File: src/rtl/bakraid_pcm_arb_if.sv
// rtl/bakraid_pcm_arb_if.sv - requester and PCM slot signals of the sample-ROM arbiter
interface bakraid_pcm_arb_if;
    logic        REQ;
    logic [23:0] ADDR;
    logic [7:0]  DOUT;
    logic        VALID;
    logic        INVAL;
    logic        BUSY;
    logic        TMO;
    logic        PCM0_CS;
    logic        PCM1_CS;
    logic        PCM2_CS;
    logic [21:0] PCM0_ADDR;
    logic [21:0] PCM1_ADDR;
    logic [21:0] PCM2_ADDR;
    logic        PCM0_OK;
    logic        PCM1_OK;
    logic        PCM2_OK;
    logic [7:0]  PCM0_DOUT;
    logic [7:0]  PCM1_DOUT;
    logic [7:0]  PCM2_DOUT;

    modport slave (
        input  REQ, ADDR, INVAL,
        input  PCM0_OK, PCM1_OK, PCM2_OK,
        input  PCM0_DOUT, PCM1_DOUT, PCM2_DOUT,
        output DOUT, VALID, BUSY, TMO,
        output PCM0_CS, PCM1_CS, PCM2_CS,
        output PCM0_ADDR, PCM1_ADDR, PCM2_ADDR
    );

    modport master (
        output REQ, ADDR, INVAL,
        output PCM0_OK, PCM1_OK, PCM2_OK,
        output PCM0_DOUT, PCM1_DOUT, PCM2_DOUT,
        input  DOUT, VALID, BUSY, TMO,
        input  PCM0_CS, PCM1_CS, PCM2_CS,
        input  PCM0_ADDR, PCM1_ADDR, PCM2_ADDR
    );
endinterface

File: src/rtl/bakraid_pcm_arb.sv
// rtl/bakraid_pcm_arb.sv - YMZ280B byte fetch sequencer over three PCM SDRAM banks
module bakraid_pcm_arb #(
    parameter int TIMEOUT  = 255,
    parameter bit CACHE_EN = 1'b1
) (
    input  logic              CLK,
    input  logic              RESET_N,
    bakraid_pcm_arb_if.slave  bus
);
    typedef enum logic [1:0] {IDLE, GUARD, FETCH, DONE} state_t;

    localparam logic [15:0] TMO_LIM = 16'(TIMEOUT);

    state_t      state;
    logic [23:0] areg;
    logic [1:0]  bank;
    logic [15:0] cnt;
    logic [23:0] ctag;
    logic [7:0]  cdata;
    logic        cvalid;
    logic        nofill;
    logic [7:0]  dout_r;
    logic        valid_r;
    logic        tmo_r;
    logic [2:0]  cs_r;
    logic [21:0] a0, a1, a2;

    logic        sel_ok;
    logic [7:0]  sel_dout;
    logic        hit;

    always_comb begin
        sel_ok   = 1'b0;
        sel_dout = 8'h00;
        case (bank)
            2'd0: begin sel_ok = bus.PCM0_OK; sel_dout = bus.PCM0_DOUT; end
            2'd1: begin sel_ok = bus.PCM1_OK; sel_dout = bus.PCM1_DOUT; end
            2'd2: begin sel_ok = bus.PCM2_OK; sel_dout = bus.PCM2_DOUT; end
            default: ;
        endcase
    end

    assign hit = CACHE_EN && cvalid && (bus.ADDR == ctag);

    always_ff @(posedge CLK or negedge RESET_N) begin
        if (!RESET_N) begin
            state   <= IDLE;
            areg    <= '0;
            bank    <= '0;
            cnt     <= '0;
            ctag    <= '0;
            cdata   <= '0;
            cvalid  <= 1'b0;
            nofill  <= 1'b0;
            dout_r  <= '0;
            valid_r <= 1'b0;
            tmo_r   <= 1'b0;
            cs_r    <= '0;
            a0      <= '0;
            a1      <= '0;
            a2      <= '0;
        end else begin
            valid_r <= 1'b0;
            case (state)
                IDLE: begin
                    if (bus.REQ) begin
                        areg <= bus.ADDR;
                        bank <= bus.ADDR[23:22];
                        if (bus.ADDR[23:22] == 2'd3) begin
                            dout_r  <= 8'h00;
                            valid_r <= 1'b1;
                            state   <= DONE;
                        end else if (hit) begin
                            dout_r  <= cdata;
                            valid_r <= 1'b1;
                            state   <= DONE;
                        end else begin
                            cs_r   <= 3'b001 << bus.ADDR[23:22];
                            case (bus.ADDR[23:22])
                                2'd0:    a0 <= bus.ADDR[21:0];
                                2'd1:    a1 <= bus.ADDR[21:0];
                                default: a2 <= bus.ADDR[21:0];
                            endcase
                            cnt    <= '0;
                            nofill <= 1'b0;
                            state  <= GUARD;
                        end
                    end
                end
                GUARD: begin
                    // OK may still belong to the slot's previous address; count but don't look.
                    cnt   <= (cnt == 16'hFFFF) ? cnt : cnt + 16'd1;
                    state <= FETCH;
                end
                FETCH: begin
                    if (sel_ok) begin
                        dout_r  <= sel_dout;
                        valid_r <= 1'b1;
                        cs_r    <= '0;
                        state   <= DONE;
                        if (!nofill && !bus.INVAL) begin
                            ctag   <= areg;
                            cdata  <= sel_dout;
                            cvalid <= 1'b1;
                        end
                    end else if (cnt >= TMO_LIM) begin
                        dout_r  <= 8'h00;
                        tmo_r   <= 1'b1;
                        valid_r <= 1'b1;
                        cs_r    <= '0;
                        state   <= DONE;
                    end else begin
                        cnt <= (cnt == 16'hFFFF) ? cnt : cnt + 16'd1;
                    end
                end
                DONE: begin
                    state <= IDLE;
                end
                default: state <= IDLE;
            endcase
            // Invalidate wins over any same-cycle fill or timeout, and poisons an in-flight fetch.
            if (bus.INVAL) begin
                cvalid <= 1'b0;
                tmo_r  <= 1'b0;
                nofill <= 1'b1;
            end
        end
    end

    assign bus.DOUT      = dout_r;
    assign bus.VALID     = valid_r;
    assign bus.BUSY      = (state != IDLE);
    assign bus.TMO       = tmo_r;
    assign bus.PCM0_CS   = cs_r[0];
    assign bus.PCM1_CS   = cs_r[1];
    assign bus.PCM2_CS   = cs_r[2];
    assign bus.PCM0_ADDR = a0;
    assign bus.PCM1_ADDR = a1;
    assign bus.PCM2_ADDR = a2;
endmodule

File: src/flat_wrapper.sv
// flat-port wrapper written by rule: the top's interface ports become plain ports
module bakraid_pcm_arb_flat 
#(
    parameter int TIMEOUT  = 255,
    parameter bit CACHE_EN = 1'b1
)
  (CLK, RESET_N, bus_REQ, bus_ADDR, bus_INVAL, bus_PCM0_OK, bus_PCM1_OK, bus_PCM2_OK, bus_PCM0_DOUT, bus_PCM1_DOUT, bus_PCM2_DOUT, bus_DOUT, bus_VALID, bus_BUSY, bus_TMO, bus_PCM0_CS, bus_PCM1_CS, bus_PCM2_CS, bus_PCM0_ADDR, bus_PCM1_ADDR, bus_PCM2_ADDR);
  bakraid_pcm_arb_if bus_i ();
  input  logic CLK;
  input  logic RESET_N;
  input wire logic [$bits(bus_i.REQ)-1:0] bus_REQ;
  input wire logic [$bits(bus_i.ADDR)-1:0] bus_ADDR;
  input wire logic [$bits(bus_i.INVAL)-1:0] bus_INVAL;
  input wire logic [$bits(bus_i.PCM0_OK)-1:0] bus_PCM0_OK;
  input wire logic [$bits(bus_i.PCM1_OK)-1:0] bus_PCM1_OK;
  input wire logic [$bits(bus_i.PCM2_OK)-1:0] bus_PCM2_OK;
  input wire logic [$bits(bus_i.PCM0_DOUT)-1:0] bus_PCM0_DOUT;
  input wire logic [$bits(bus_i.PCM1_DOUT)-1:0] bus_PCM1_DOUT;
  input wire logic [$bits(bus_i.PCM2_DOUT)-1:0] bus_PCM2_DOUT;
  output wire logic [$bits(bus_i.DOUT)-1:0] bus_DOUT;
  output wire logic [$bits(bus_i.VALID)-1:0] bus_VALID;
  output wire logic [$bits(bus_i.BUSY)-1:0] bus_BUSY;
  output wire logic [$bits(bus_i.TMO)-1:0] bus_TMO;
  output wire logic [$bits(bus_i.PCM0_CS)-1:0] bus_PCM0_CS;
  output wire logic [$bits(bus_i.PCM1_CS)-1:0] bus_PCM1_CS;
  output wire logic [$bits(bus_i.PCM2_CS)-1:0] bus_PCM2_CS;
  output wire logic [$bits(bus_i.PCM0_ADDR)-1:0] bus_PCM0_ADDR;
  output wire logic [$bits(bus_i.PCM1_ADDR)-1:0] bus_PCM1_ADDR;
  output wire logic [$bits(bus_i.PCM2_ADDR)-1:0] bus_PCM2_ADDR;
  assign bus_i.REQ = bus_REQ;
  assign bus_i.ADDR = bus_ADDR;
  assign bus_i.INVAL = bus_INVAL;
  assign bus_i.PCM0_OK = bus_PCM0_OK;
  assign bus_i.PCM1_OK = bus_PCM1_OK;
  assign bus_i.PCM2_OK = bus_PCM2_OK;
  assign bus_i.PCM0_DOUT = bus_PCM0_DOUT;
  assign bus_i.PCM1_DOUT = bus_PCM1_DOUT;
  assign bus_i.PCM2_DOUT = bus_PCM2_DOUT;
  assign bus_DOUT = bus_i.DOUT;
  assign bus_VALID = bus_i.VALID;
  assign bus_BUSY = bus_i.BUSY;
  assign bus_TMO = bus_i.TMO;
  assign bus_PCM0_CS = bus_i.PCM0_CS;
  assign bus_PCM1_CS = bus_i.PCM1_CS;
  assign bus_PCM2_CS = bus_i.PCM2_CS;
  assign bus_PCM0_ADDR = bus_i.PCM0_ADDR;
  assign bus_PCM1_ADDR = bus_i.PCM1_ADDR;
  assign bus_PCM2_ADDR = bus_i.PCM2_ADDR;
  bakraid_pcm_arb #(.TIMEOUT(TIMEOUT), .CACHE_EN(CACHE_EN)) u_core (.CLK(CLK), .RESET_N(RESET_N), .bus(bus_i));
endmodule
File: config.mk
export PLATFORM = sky130hd
export DESIGN_NAME = bakraid_pcm_arb_flat
export DESIGN_NICKNAME = d
export VERILOG_FILES = /design/src/rtl/bakraid_pcm_arb_if.sv /design/src/rtl/bakraid_pcm_arb.sv /design/src/flat_wrapper.sv
export SDC_FILE = /design/constraint.sdc
export NUM_CORES = 1
export LEC_CHECK = 0
export ABC_CLOCK_PERIOD_IN_PS = 2300
export CORE_MARGIN = 4
export CORE_UTILIZATION = 47
export CTS_CLUSTER_SIZE = 10
export DETAILED_ROUTE_END_ITERATION = 8
export PLACE_DENSITY = 0.81
export SLEW_MARGIN = 20
export SYNTH_ARGS = -nofsm -noshare
export SYNTH_HDL_FRONTEND = slang
export SYNTH_SLANG_ARGS = --single-unit
File: constraint.sdc
create_clock -name CLK -period 2.3 [get_ports CLK]
set_input_delay 0.46 -clock CLK [delete_from_list [all_inputs] [get_ports CLK]]
set_output_delay 0.46 -clock CLK [all_outputs]
set_load 0.02 [all_outputs]
Word level (Yosys, flattened, before mapping)
Cells that the tools add are included.

Add/subtract/negate cells: 1. Magnitude comparators: 1. Equality and inequality tests: 19. Shift operators: 1. Muxes and demuxes: 46. Bitwise logic cells: 3. Reductions and logical operators: 29.

Operators by type and width (count): 2-to-1 mux 16 bit (6); case mux 16 bit (3 select lines) (1); 2-to-1 mux 8 bit (5); == test 24 bit (1); case mux 8 bit (3 select lines) (1); AND reduction 5 bit (4); 2-to-1 mux 1 bit (18); adder 16 x 1 -> 16 bit, second input constant (1); == test 16 bit, second input constant (1); >= comparator 16 x 8 -> 1 bit, second input constant (1); inequality test 2 bit, second input constant (8); case mux 8 bit (2 select lines) (1); nonzero test 2 bit (8); 2-to-1 mux 3 bit (5); 2-to-1 mux 2 bit (5); AND reduction 3 bit (3); == test 2 bit, second input constant (4); case mux 2 bit (4 select lines) (1); AND reduction 4 bit (2); == test 2 x 1 -> 1 bit, second input constant (3); logical NOT 2 bit (3); inequality test 3 x 1 -> 1 bit, second input constant (2); case mux 3 bit (2 select lines) (1); AND reduction 6 bit (1); 9 further kinds (14).

Bits in registers: 157. Bits of input ports: 55. Output and inout bits: 80. Word-level logic and storage cells: 115.

Logic depth before layout (Yosys ltp)
Gate-level depths: netlist (run 1).

Word-level depth: 7. Depth in mapped cells: 10. Gate-level depth less buffers: 7.

Least setup slack after synthesis (run 1)
Ideal clock, no wire load.

Path type: input to register. From: input bus_ADDR[19]. To: register u_core.a2[10] (netlist: u_core.bus.PCM2_ADDR[10]). Setup time: 0.125 ns. Data arrival time: 2.229 ns. Data required time: 2.175 ns. Setup slack: -0.054 ns. Stages: 8. Path buffers: 2. Cell sequence: xor2_1 or4_4 nor4_4 a21oi_2 and3_1 buf_6 buf_6 mux2_4.

Longest elaborated chain between the ends: 4.

RTL lines: start: declaration (line flat_wrapper.sv:12) `input wire logic [$bits(bus_i.ADDR)-1:0] bus_ADDR;`; == test 24 bit (line bakraid_pcm_arb.sv:43) `assign hit = CACHE_EN && cvalid && (bus.ADDR == ctag);`; logical AND 1 bit (line bakraid_pcm_arb.sv:43); NOT 1 bit (no source line); AND reduction 5 bit (no source line); end signal: assignment (line bakraid_pcm_arb.sv:82) `default: a2 <= bus.ADDR[21:0];`; end: declaration (line bakraid_pcm_arb.sv:26) `logic [21:0] a0, a1, a2;`.

No other way between the ends. A chain may end at the register's enable or synchronous reset.

Final worst setup path (run 1)
From: register u_core.ctag[19]. To: register u_core.a1[3] (netlist: u_core.bus.PCM1_ADDR[3]).

Longest elaborated chain between the ends: 4.

RTL lines: start: declaration (line bakraid_pcm_arb.sv:18) `logic [23:0] ctag;`; start signal: assignment (line bakraid_pcm_arb.sv:102) `ctag <= areg;`; == test 24 bit (line bakraid_pcm_arb.sv:43); logical AND 1 bit (line bakraid_pcm_arb.sv:43); NOT 1 bit (no source line); AND reduction 5 bit (no source line); end signal: assignment (line bakraid_pcm_arb.sv:81) `2'd1: a1 <= bus.ADDR[21:0];`; end: declaration (line bakraid_pcm_arb.sv:26).

No other way between the ends.

==> results.md, run 1 <==
* Count of cell types in the netlist at approximately 50
* Routed via count at between 5000 and 6000
* Worst r2r src: u_core.ctag[19]
* Top cell type's share of synthesized area at 0.546
* Crit path largest cell delay at 0.51 ns
* Count leader, synth: dfrtp_1
* CTS tree: built
* Sequential Power Share at 0.339
* Setup repair after global routing missed its margin: true
* DP Area at roughly 9100 µm²
* Crit path cell chain: xor2_1 > or4_4 > nor4_4 > a21oi_2 > buf_4 > nor3b_4 > buf_12 > mux2_2
* DIE HEIGHT at 131 µm
* Post-Syn Area per Cell at 12.3 µm²
* Pre-antenna DRT Iters at 4
* CP max FO at 16
* Worst EP required at 2.61 ns
* CP bufs+invs at 2
* Dpl cells at 934
* Clock Tree Buf Depth at 2
* Final core utilization at 0.684
* Setup ws final at -0.122 ns
* Layout cells sized above 1 at 0.314
* Synth area leaders: dfrtp_1 55%, mux2_2 16%, mux2_4 4.0%, nand2_1 3.2%, xnor2_1 2.3%
* # IOs at 135
* Area leader, netlist: dfrtp_1
* Cell Rows at 44
* WHS Path Cells at 2
* Via count of the first global-routing pass at 5895
* Syn Inst Count at 577
* Input/output buffers at 134
* Pin count of the biggest net entering global routing at 48
* Worst Path Class, Setup: flop to flop
* Routed Antenna Nets at 0
* Layout Nets at 837
* Number of buffers created by CTS at 17
* Gr usage total at 0.228
* FF-to-FF setup slack at -0.12 ns
* FFs w/ async S/R, synth at 1.00
* Core ar. at 14600 µm²
* Gpl congestion at ~0.88
* Min Tclk post-route at 2.42 ns
* Final critical-path share of the clock period at 1.05
* CTS clk-pin slew, worst paths at 0.06 ns
* Int Power at 8.97 mW
* Initial drt markers at 394
* Fin area at 10000 µm²
* Syn nets at between 600 and 700
* Net Sw Power at ~4.8 mW
* EDFF count, synth at 0
* Clk network pwr share at 0.215
* CTS sink count at 155
* Primary FF master, synth: dfrtp_1
* Diodes inserted at 0
* Status: finished with violations
* Vias per cell at 5.52
* Crit path launch: u_core.ctag[19]
* Worst hold endpoint: u_core.bus.PCM1_ADDR[1]
* Register area at 3880 µm²
* DRC at 0
* Post-synthesis sequential area ratio at 0.546
* Non-Filler Instances at 975
* Max Slew Vio Count at 0
* Die Area at between 15000 and 20000 µm²
* Combinational power share at 0.446
* Synth-to-layout area growth at 41.0%
* Worst slew margin at 0.709
* Initial antenna violation count at 0
* CP delay by family, top: simple AND/OR/NAND/NOR gates
* FF-to-FF End: u_core.bus.PCM1_ADDR[3]
* Critical-path top delay cell: or4_4
* Dpl ws at -0.621 ns
* Finish-stage setup viols at 74
* Yosys warnings at 0
* H-tree depth at 4
* Leak pwr at 4.50 nW
* Hpwl dp at around 13000 µm
* CP endpoint kind: flop
* FF-to-FF path depth at 8
* Worst EP arrival at about 2.7 ns
* First-pass GRT wire length at 30200 µm
* Power Density at 1380 nW/µm²
* Hold_sp: bus_ADDR[1]
* CTS root buffer: clkbuf_16
* Top cells by count, synth: 155 x dfrtp_1, 102 x mux2_2, 60 x nand2_1
* WL per Instance at 19.5 µm
* Setup_tns at -5.92 ns
* Worst slew pin tran at 0.437 ns
* Sw Share at 0.349
* Max-cap violations at 0
* Achievable Freq at 413 MHz
* Routed wire length at 19000 µm
* Failing checks: setup timing
* Fill cells at 987
* Post-synthesis register bit count at ~160
* Multi-input logic area at 3120 µm²
* IR drop worst, VDD at approximately 0.95 mV
* Area of the mapped netlist at 7100 µm²
* Die width at 131 µm
* Startpoint Class: flop
* Clk_skew at 0.0117 ns
* Clk_lat worst skew at between 0.4 and 0.5 ns
* Hold Crit Class: primary input to flop
* Initial core utilization at 0.485
* Final Hold Fails at 0
* Grt total ovfl at 0
state kept, by name, summed over array words and instances (netlist names):
signal / count
u_core.areg: 22
u_core.bank: 2
u_core.bus.DOUT: 8
u_core.bus.PCM0_ADDR: 22
u_core.bus.PCM1_ADDR: 22
u_core.bus.PCM2_ADDR: 22
u_core.bus.TMO: 1
u_core.bus.VALID: 1
u_core.cdata: 8
u_core.cnt: 16
u_core.cs_r: 3
u_core.ctag: 24
u_core.cvalid: 1
u_core.nofill: 1
u_core.state: 2
power groups by stage:
| stage | Sequential, mW | Clock (mW) | Combinational [mW] |
|---|---|---|---|
| 2_1_floorplan | 5.33 | 0 | 2.56 |
| 3_3_place_gp | 4.58 | 0 | 5.73 |
| 3_5_place_dp | 4.65 | 0 | 5.94 |
| 4_1_cts | 4.65 | 3.00 | 6.13 |
| 5_1_grt | 4.81 | 3.11 | 6.57 |
| 6_report | 4.67 | 2.96 | 6.15 |
stage by stage:
step,power (mW),hold slack [ns]
global route,14.5,0.489
CTS,13.8,0.482
finish,13.8,0.471
floorplan,7.89,0.164
global placement,10.3,0.411
detailed placement,10.6,0.421
logic make-up after synthesis:
logic type      count (synthesis)  share of synthesized area
compound gates                 67                     0.0645
simple gates                  142                      0.104
buf+inv                        55                     0.0333
mux                           131                      0.216
xor+xnor                       23                     0.0284
fa+ha+maj                       4                    0.00705
flops                         155                      0.546
placed cells by master (no fill, tap or decap), types with 3 or more instances in the layout:
| cell | instances |
|---|---|
| dlygate4sd2_1 | 5 |
| mux2_2 | 94 |
| xnor2_1 | 16 |
| mux2_4 | 27 |
| nand2b_1 | 4 |
| nor4_1 | 4 |
| o221ai_1 | 5 |
| xnor2_2 | 3 |
| o21ai_0 | 25 |
| dfrtp_1 | 155 |
| buf_12 | 9 |
| bufinv_16 | 4 |
| inv_1 | 26 |
| nor3_1 | 4 |
| clkbuf_16 | 17 |
| mux2i_1 | 10 |
| nand3_1 | 8 |
| clkdlybuf4s50_1 | 126 |
| nor3b_1 | 6 |
| clkinvlp_4 | 3 |
| and3_1 | 7 |
| nand4_1 | 17 |
| a21oi_1 | 3 |
| a41oi_1 | 3 |
| nand2_1 | 60 |
| a31oi_1 | 6 |
| buf_4 | 64 |
| ha_1 | 3 |
| clkinv_2 | 3 |
| xor2_1 | 3 |
| nor2_1 | 12 |
| o211ai_1 | 4 |
| buf_6 | 3 |
| a211o_1 | 5 |
timing repair:
action | in CTS | in global routing
cloned | 3 | 0
gates resized for setup | 28 | 14
hold endpoints to repair | 44 | 0
pin swaps | 6 | 2
hold buffers | 1 | 0
setup endpoints to repair | 89 | 87
buffers inserted | 6 | 2
how the worst max path moves through the flow:
stage | to | cells past startpoint
finish | u_core.bus.PCM1_ADDR[3] | 8
global route | u_core.bus.PCM1_ADDR[2] | 8
CTS | u_core.bus.PCM1_ADDR[4] | 8
detailed placement | u_core.bus.PCM2_ADDR[7] | 8
global placement | u_core.bus.DOUT[0] | 8
floorplan | u_core.bus.PCM2_ADDR[10] | 8
worst reg2reg max path, stage by stage (launching register included):
cell	delay (ns)
dfrtp_1	0.41
xor2_1	0.21
or4_4	0.51
nor4_4	0.29
a21oi_2	0.11
buf_4	0.15
nor3b_4	0.17
buf_12	0.16
mux2_2	0.29
layer usage:
metal	track usage	wire length, µm
met1	0.277	7790
met2	0.385	9500
met3	0.0654	1220
met4	0.0913	524
met5	0	0
area by class of cell:
| class | instances | area share |
|---|---|---|
| flip-flops and latches | 155 | 0.387 |
| multi-input cells | 367 | 0.311 |
| repair buffers | 211 | 0.206 |
| clock buffers | 21 | 0.0460 |
| well taps | 184 | 0.0230 |
| clock inverters | 11 | 0.0166 |
| inverters | 26 | 0.00975 |
Note: power is estimated with default switching activity, not from simulation.
==> run 2: changes to the inputs <==
--- a/config.mk
+++ b/config.mk
@@ -6,6 +6,7 @@
 export NUM_CORES = 1
 export LEC_CHECK = 0
 export ABC_CLOCK_PERIOD_IN_PS = 2300
+export CAP_MARGIN = 10
 export CORE_MARGIN = 4
 export CORE_UTILIZATION = 47
 export CTS_CLUSTER_SIZE = 10
==> results of run 2 <==
No change in the layout: final DEF, timing and power equal those of run 1.
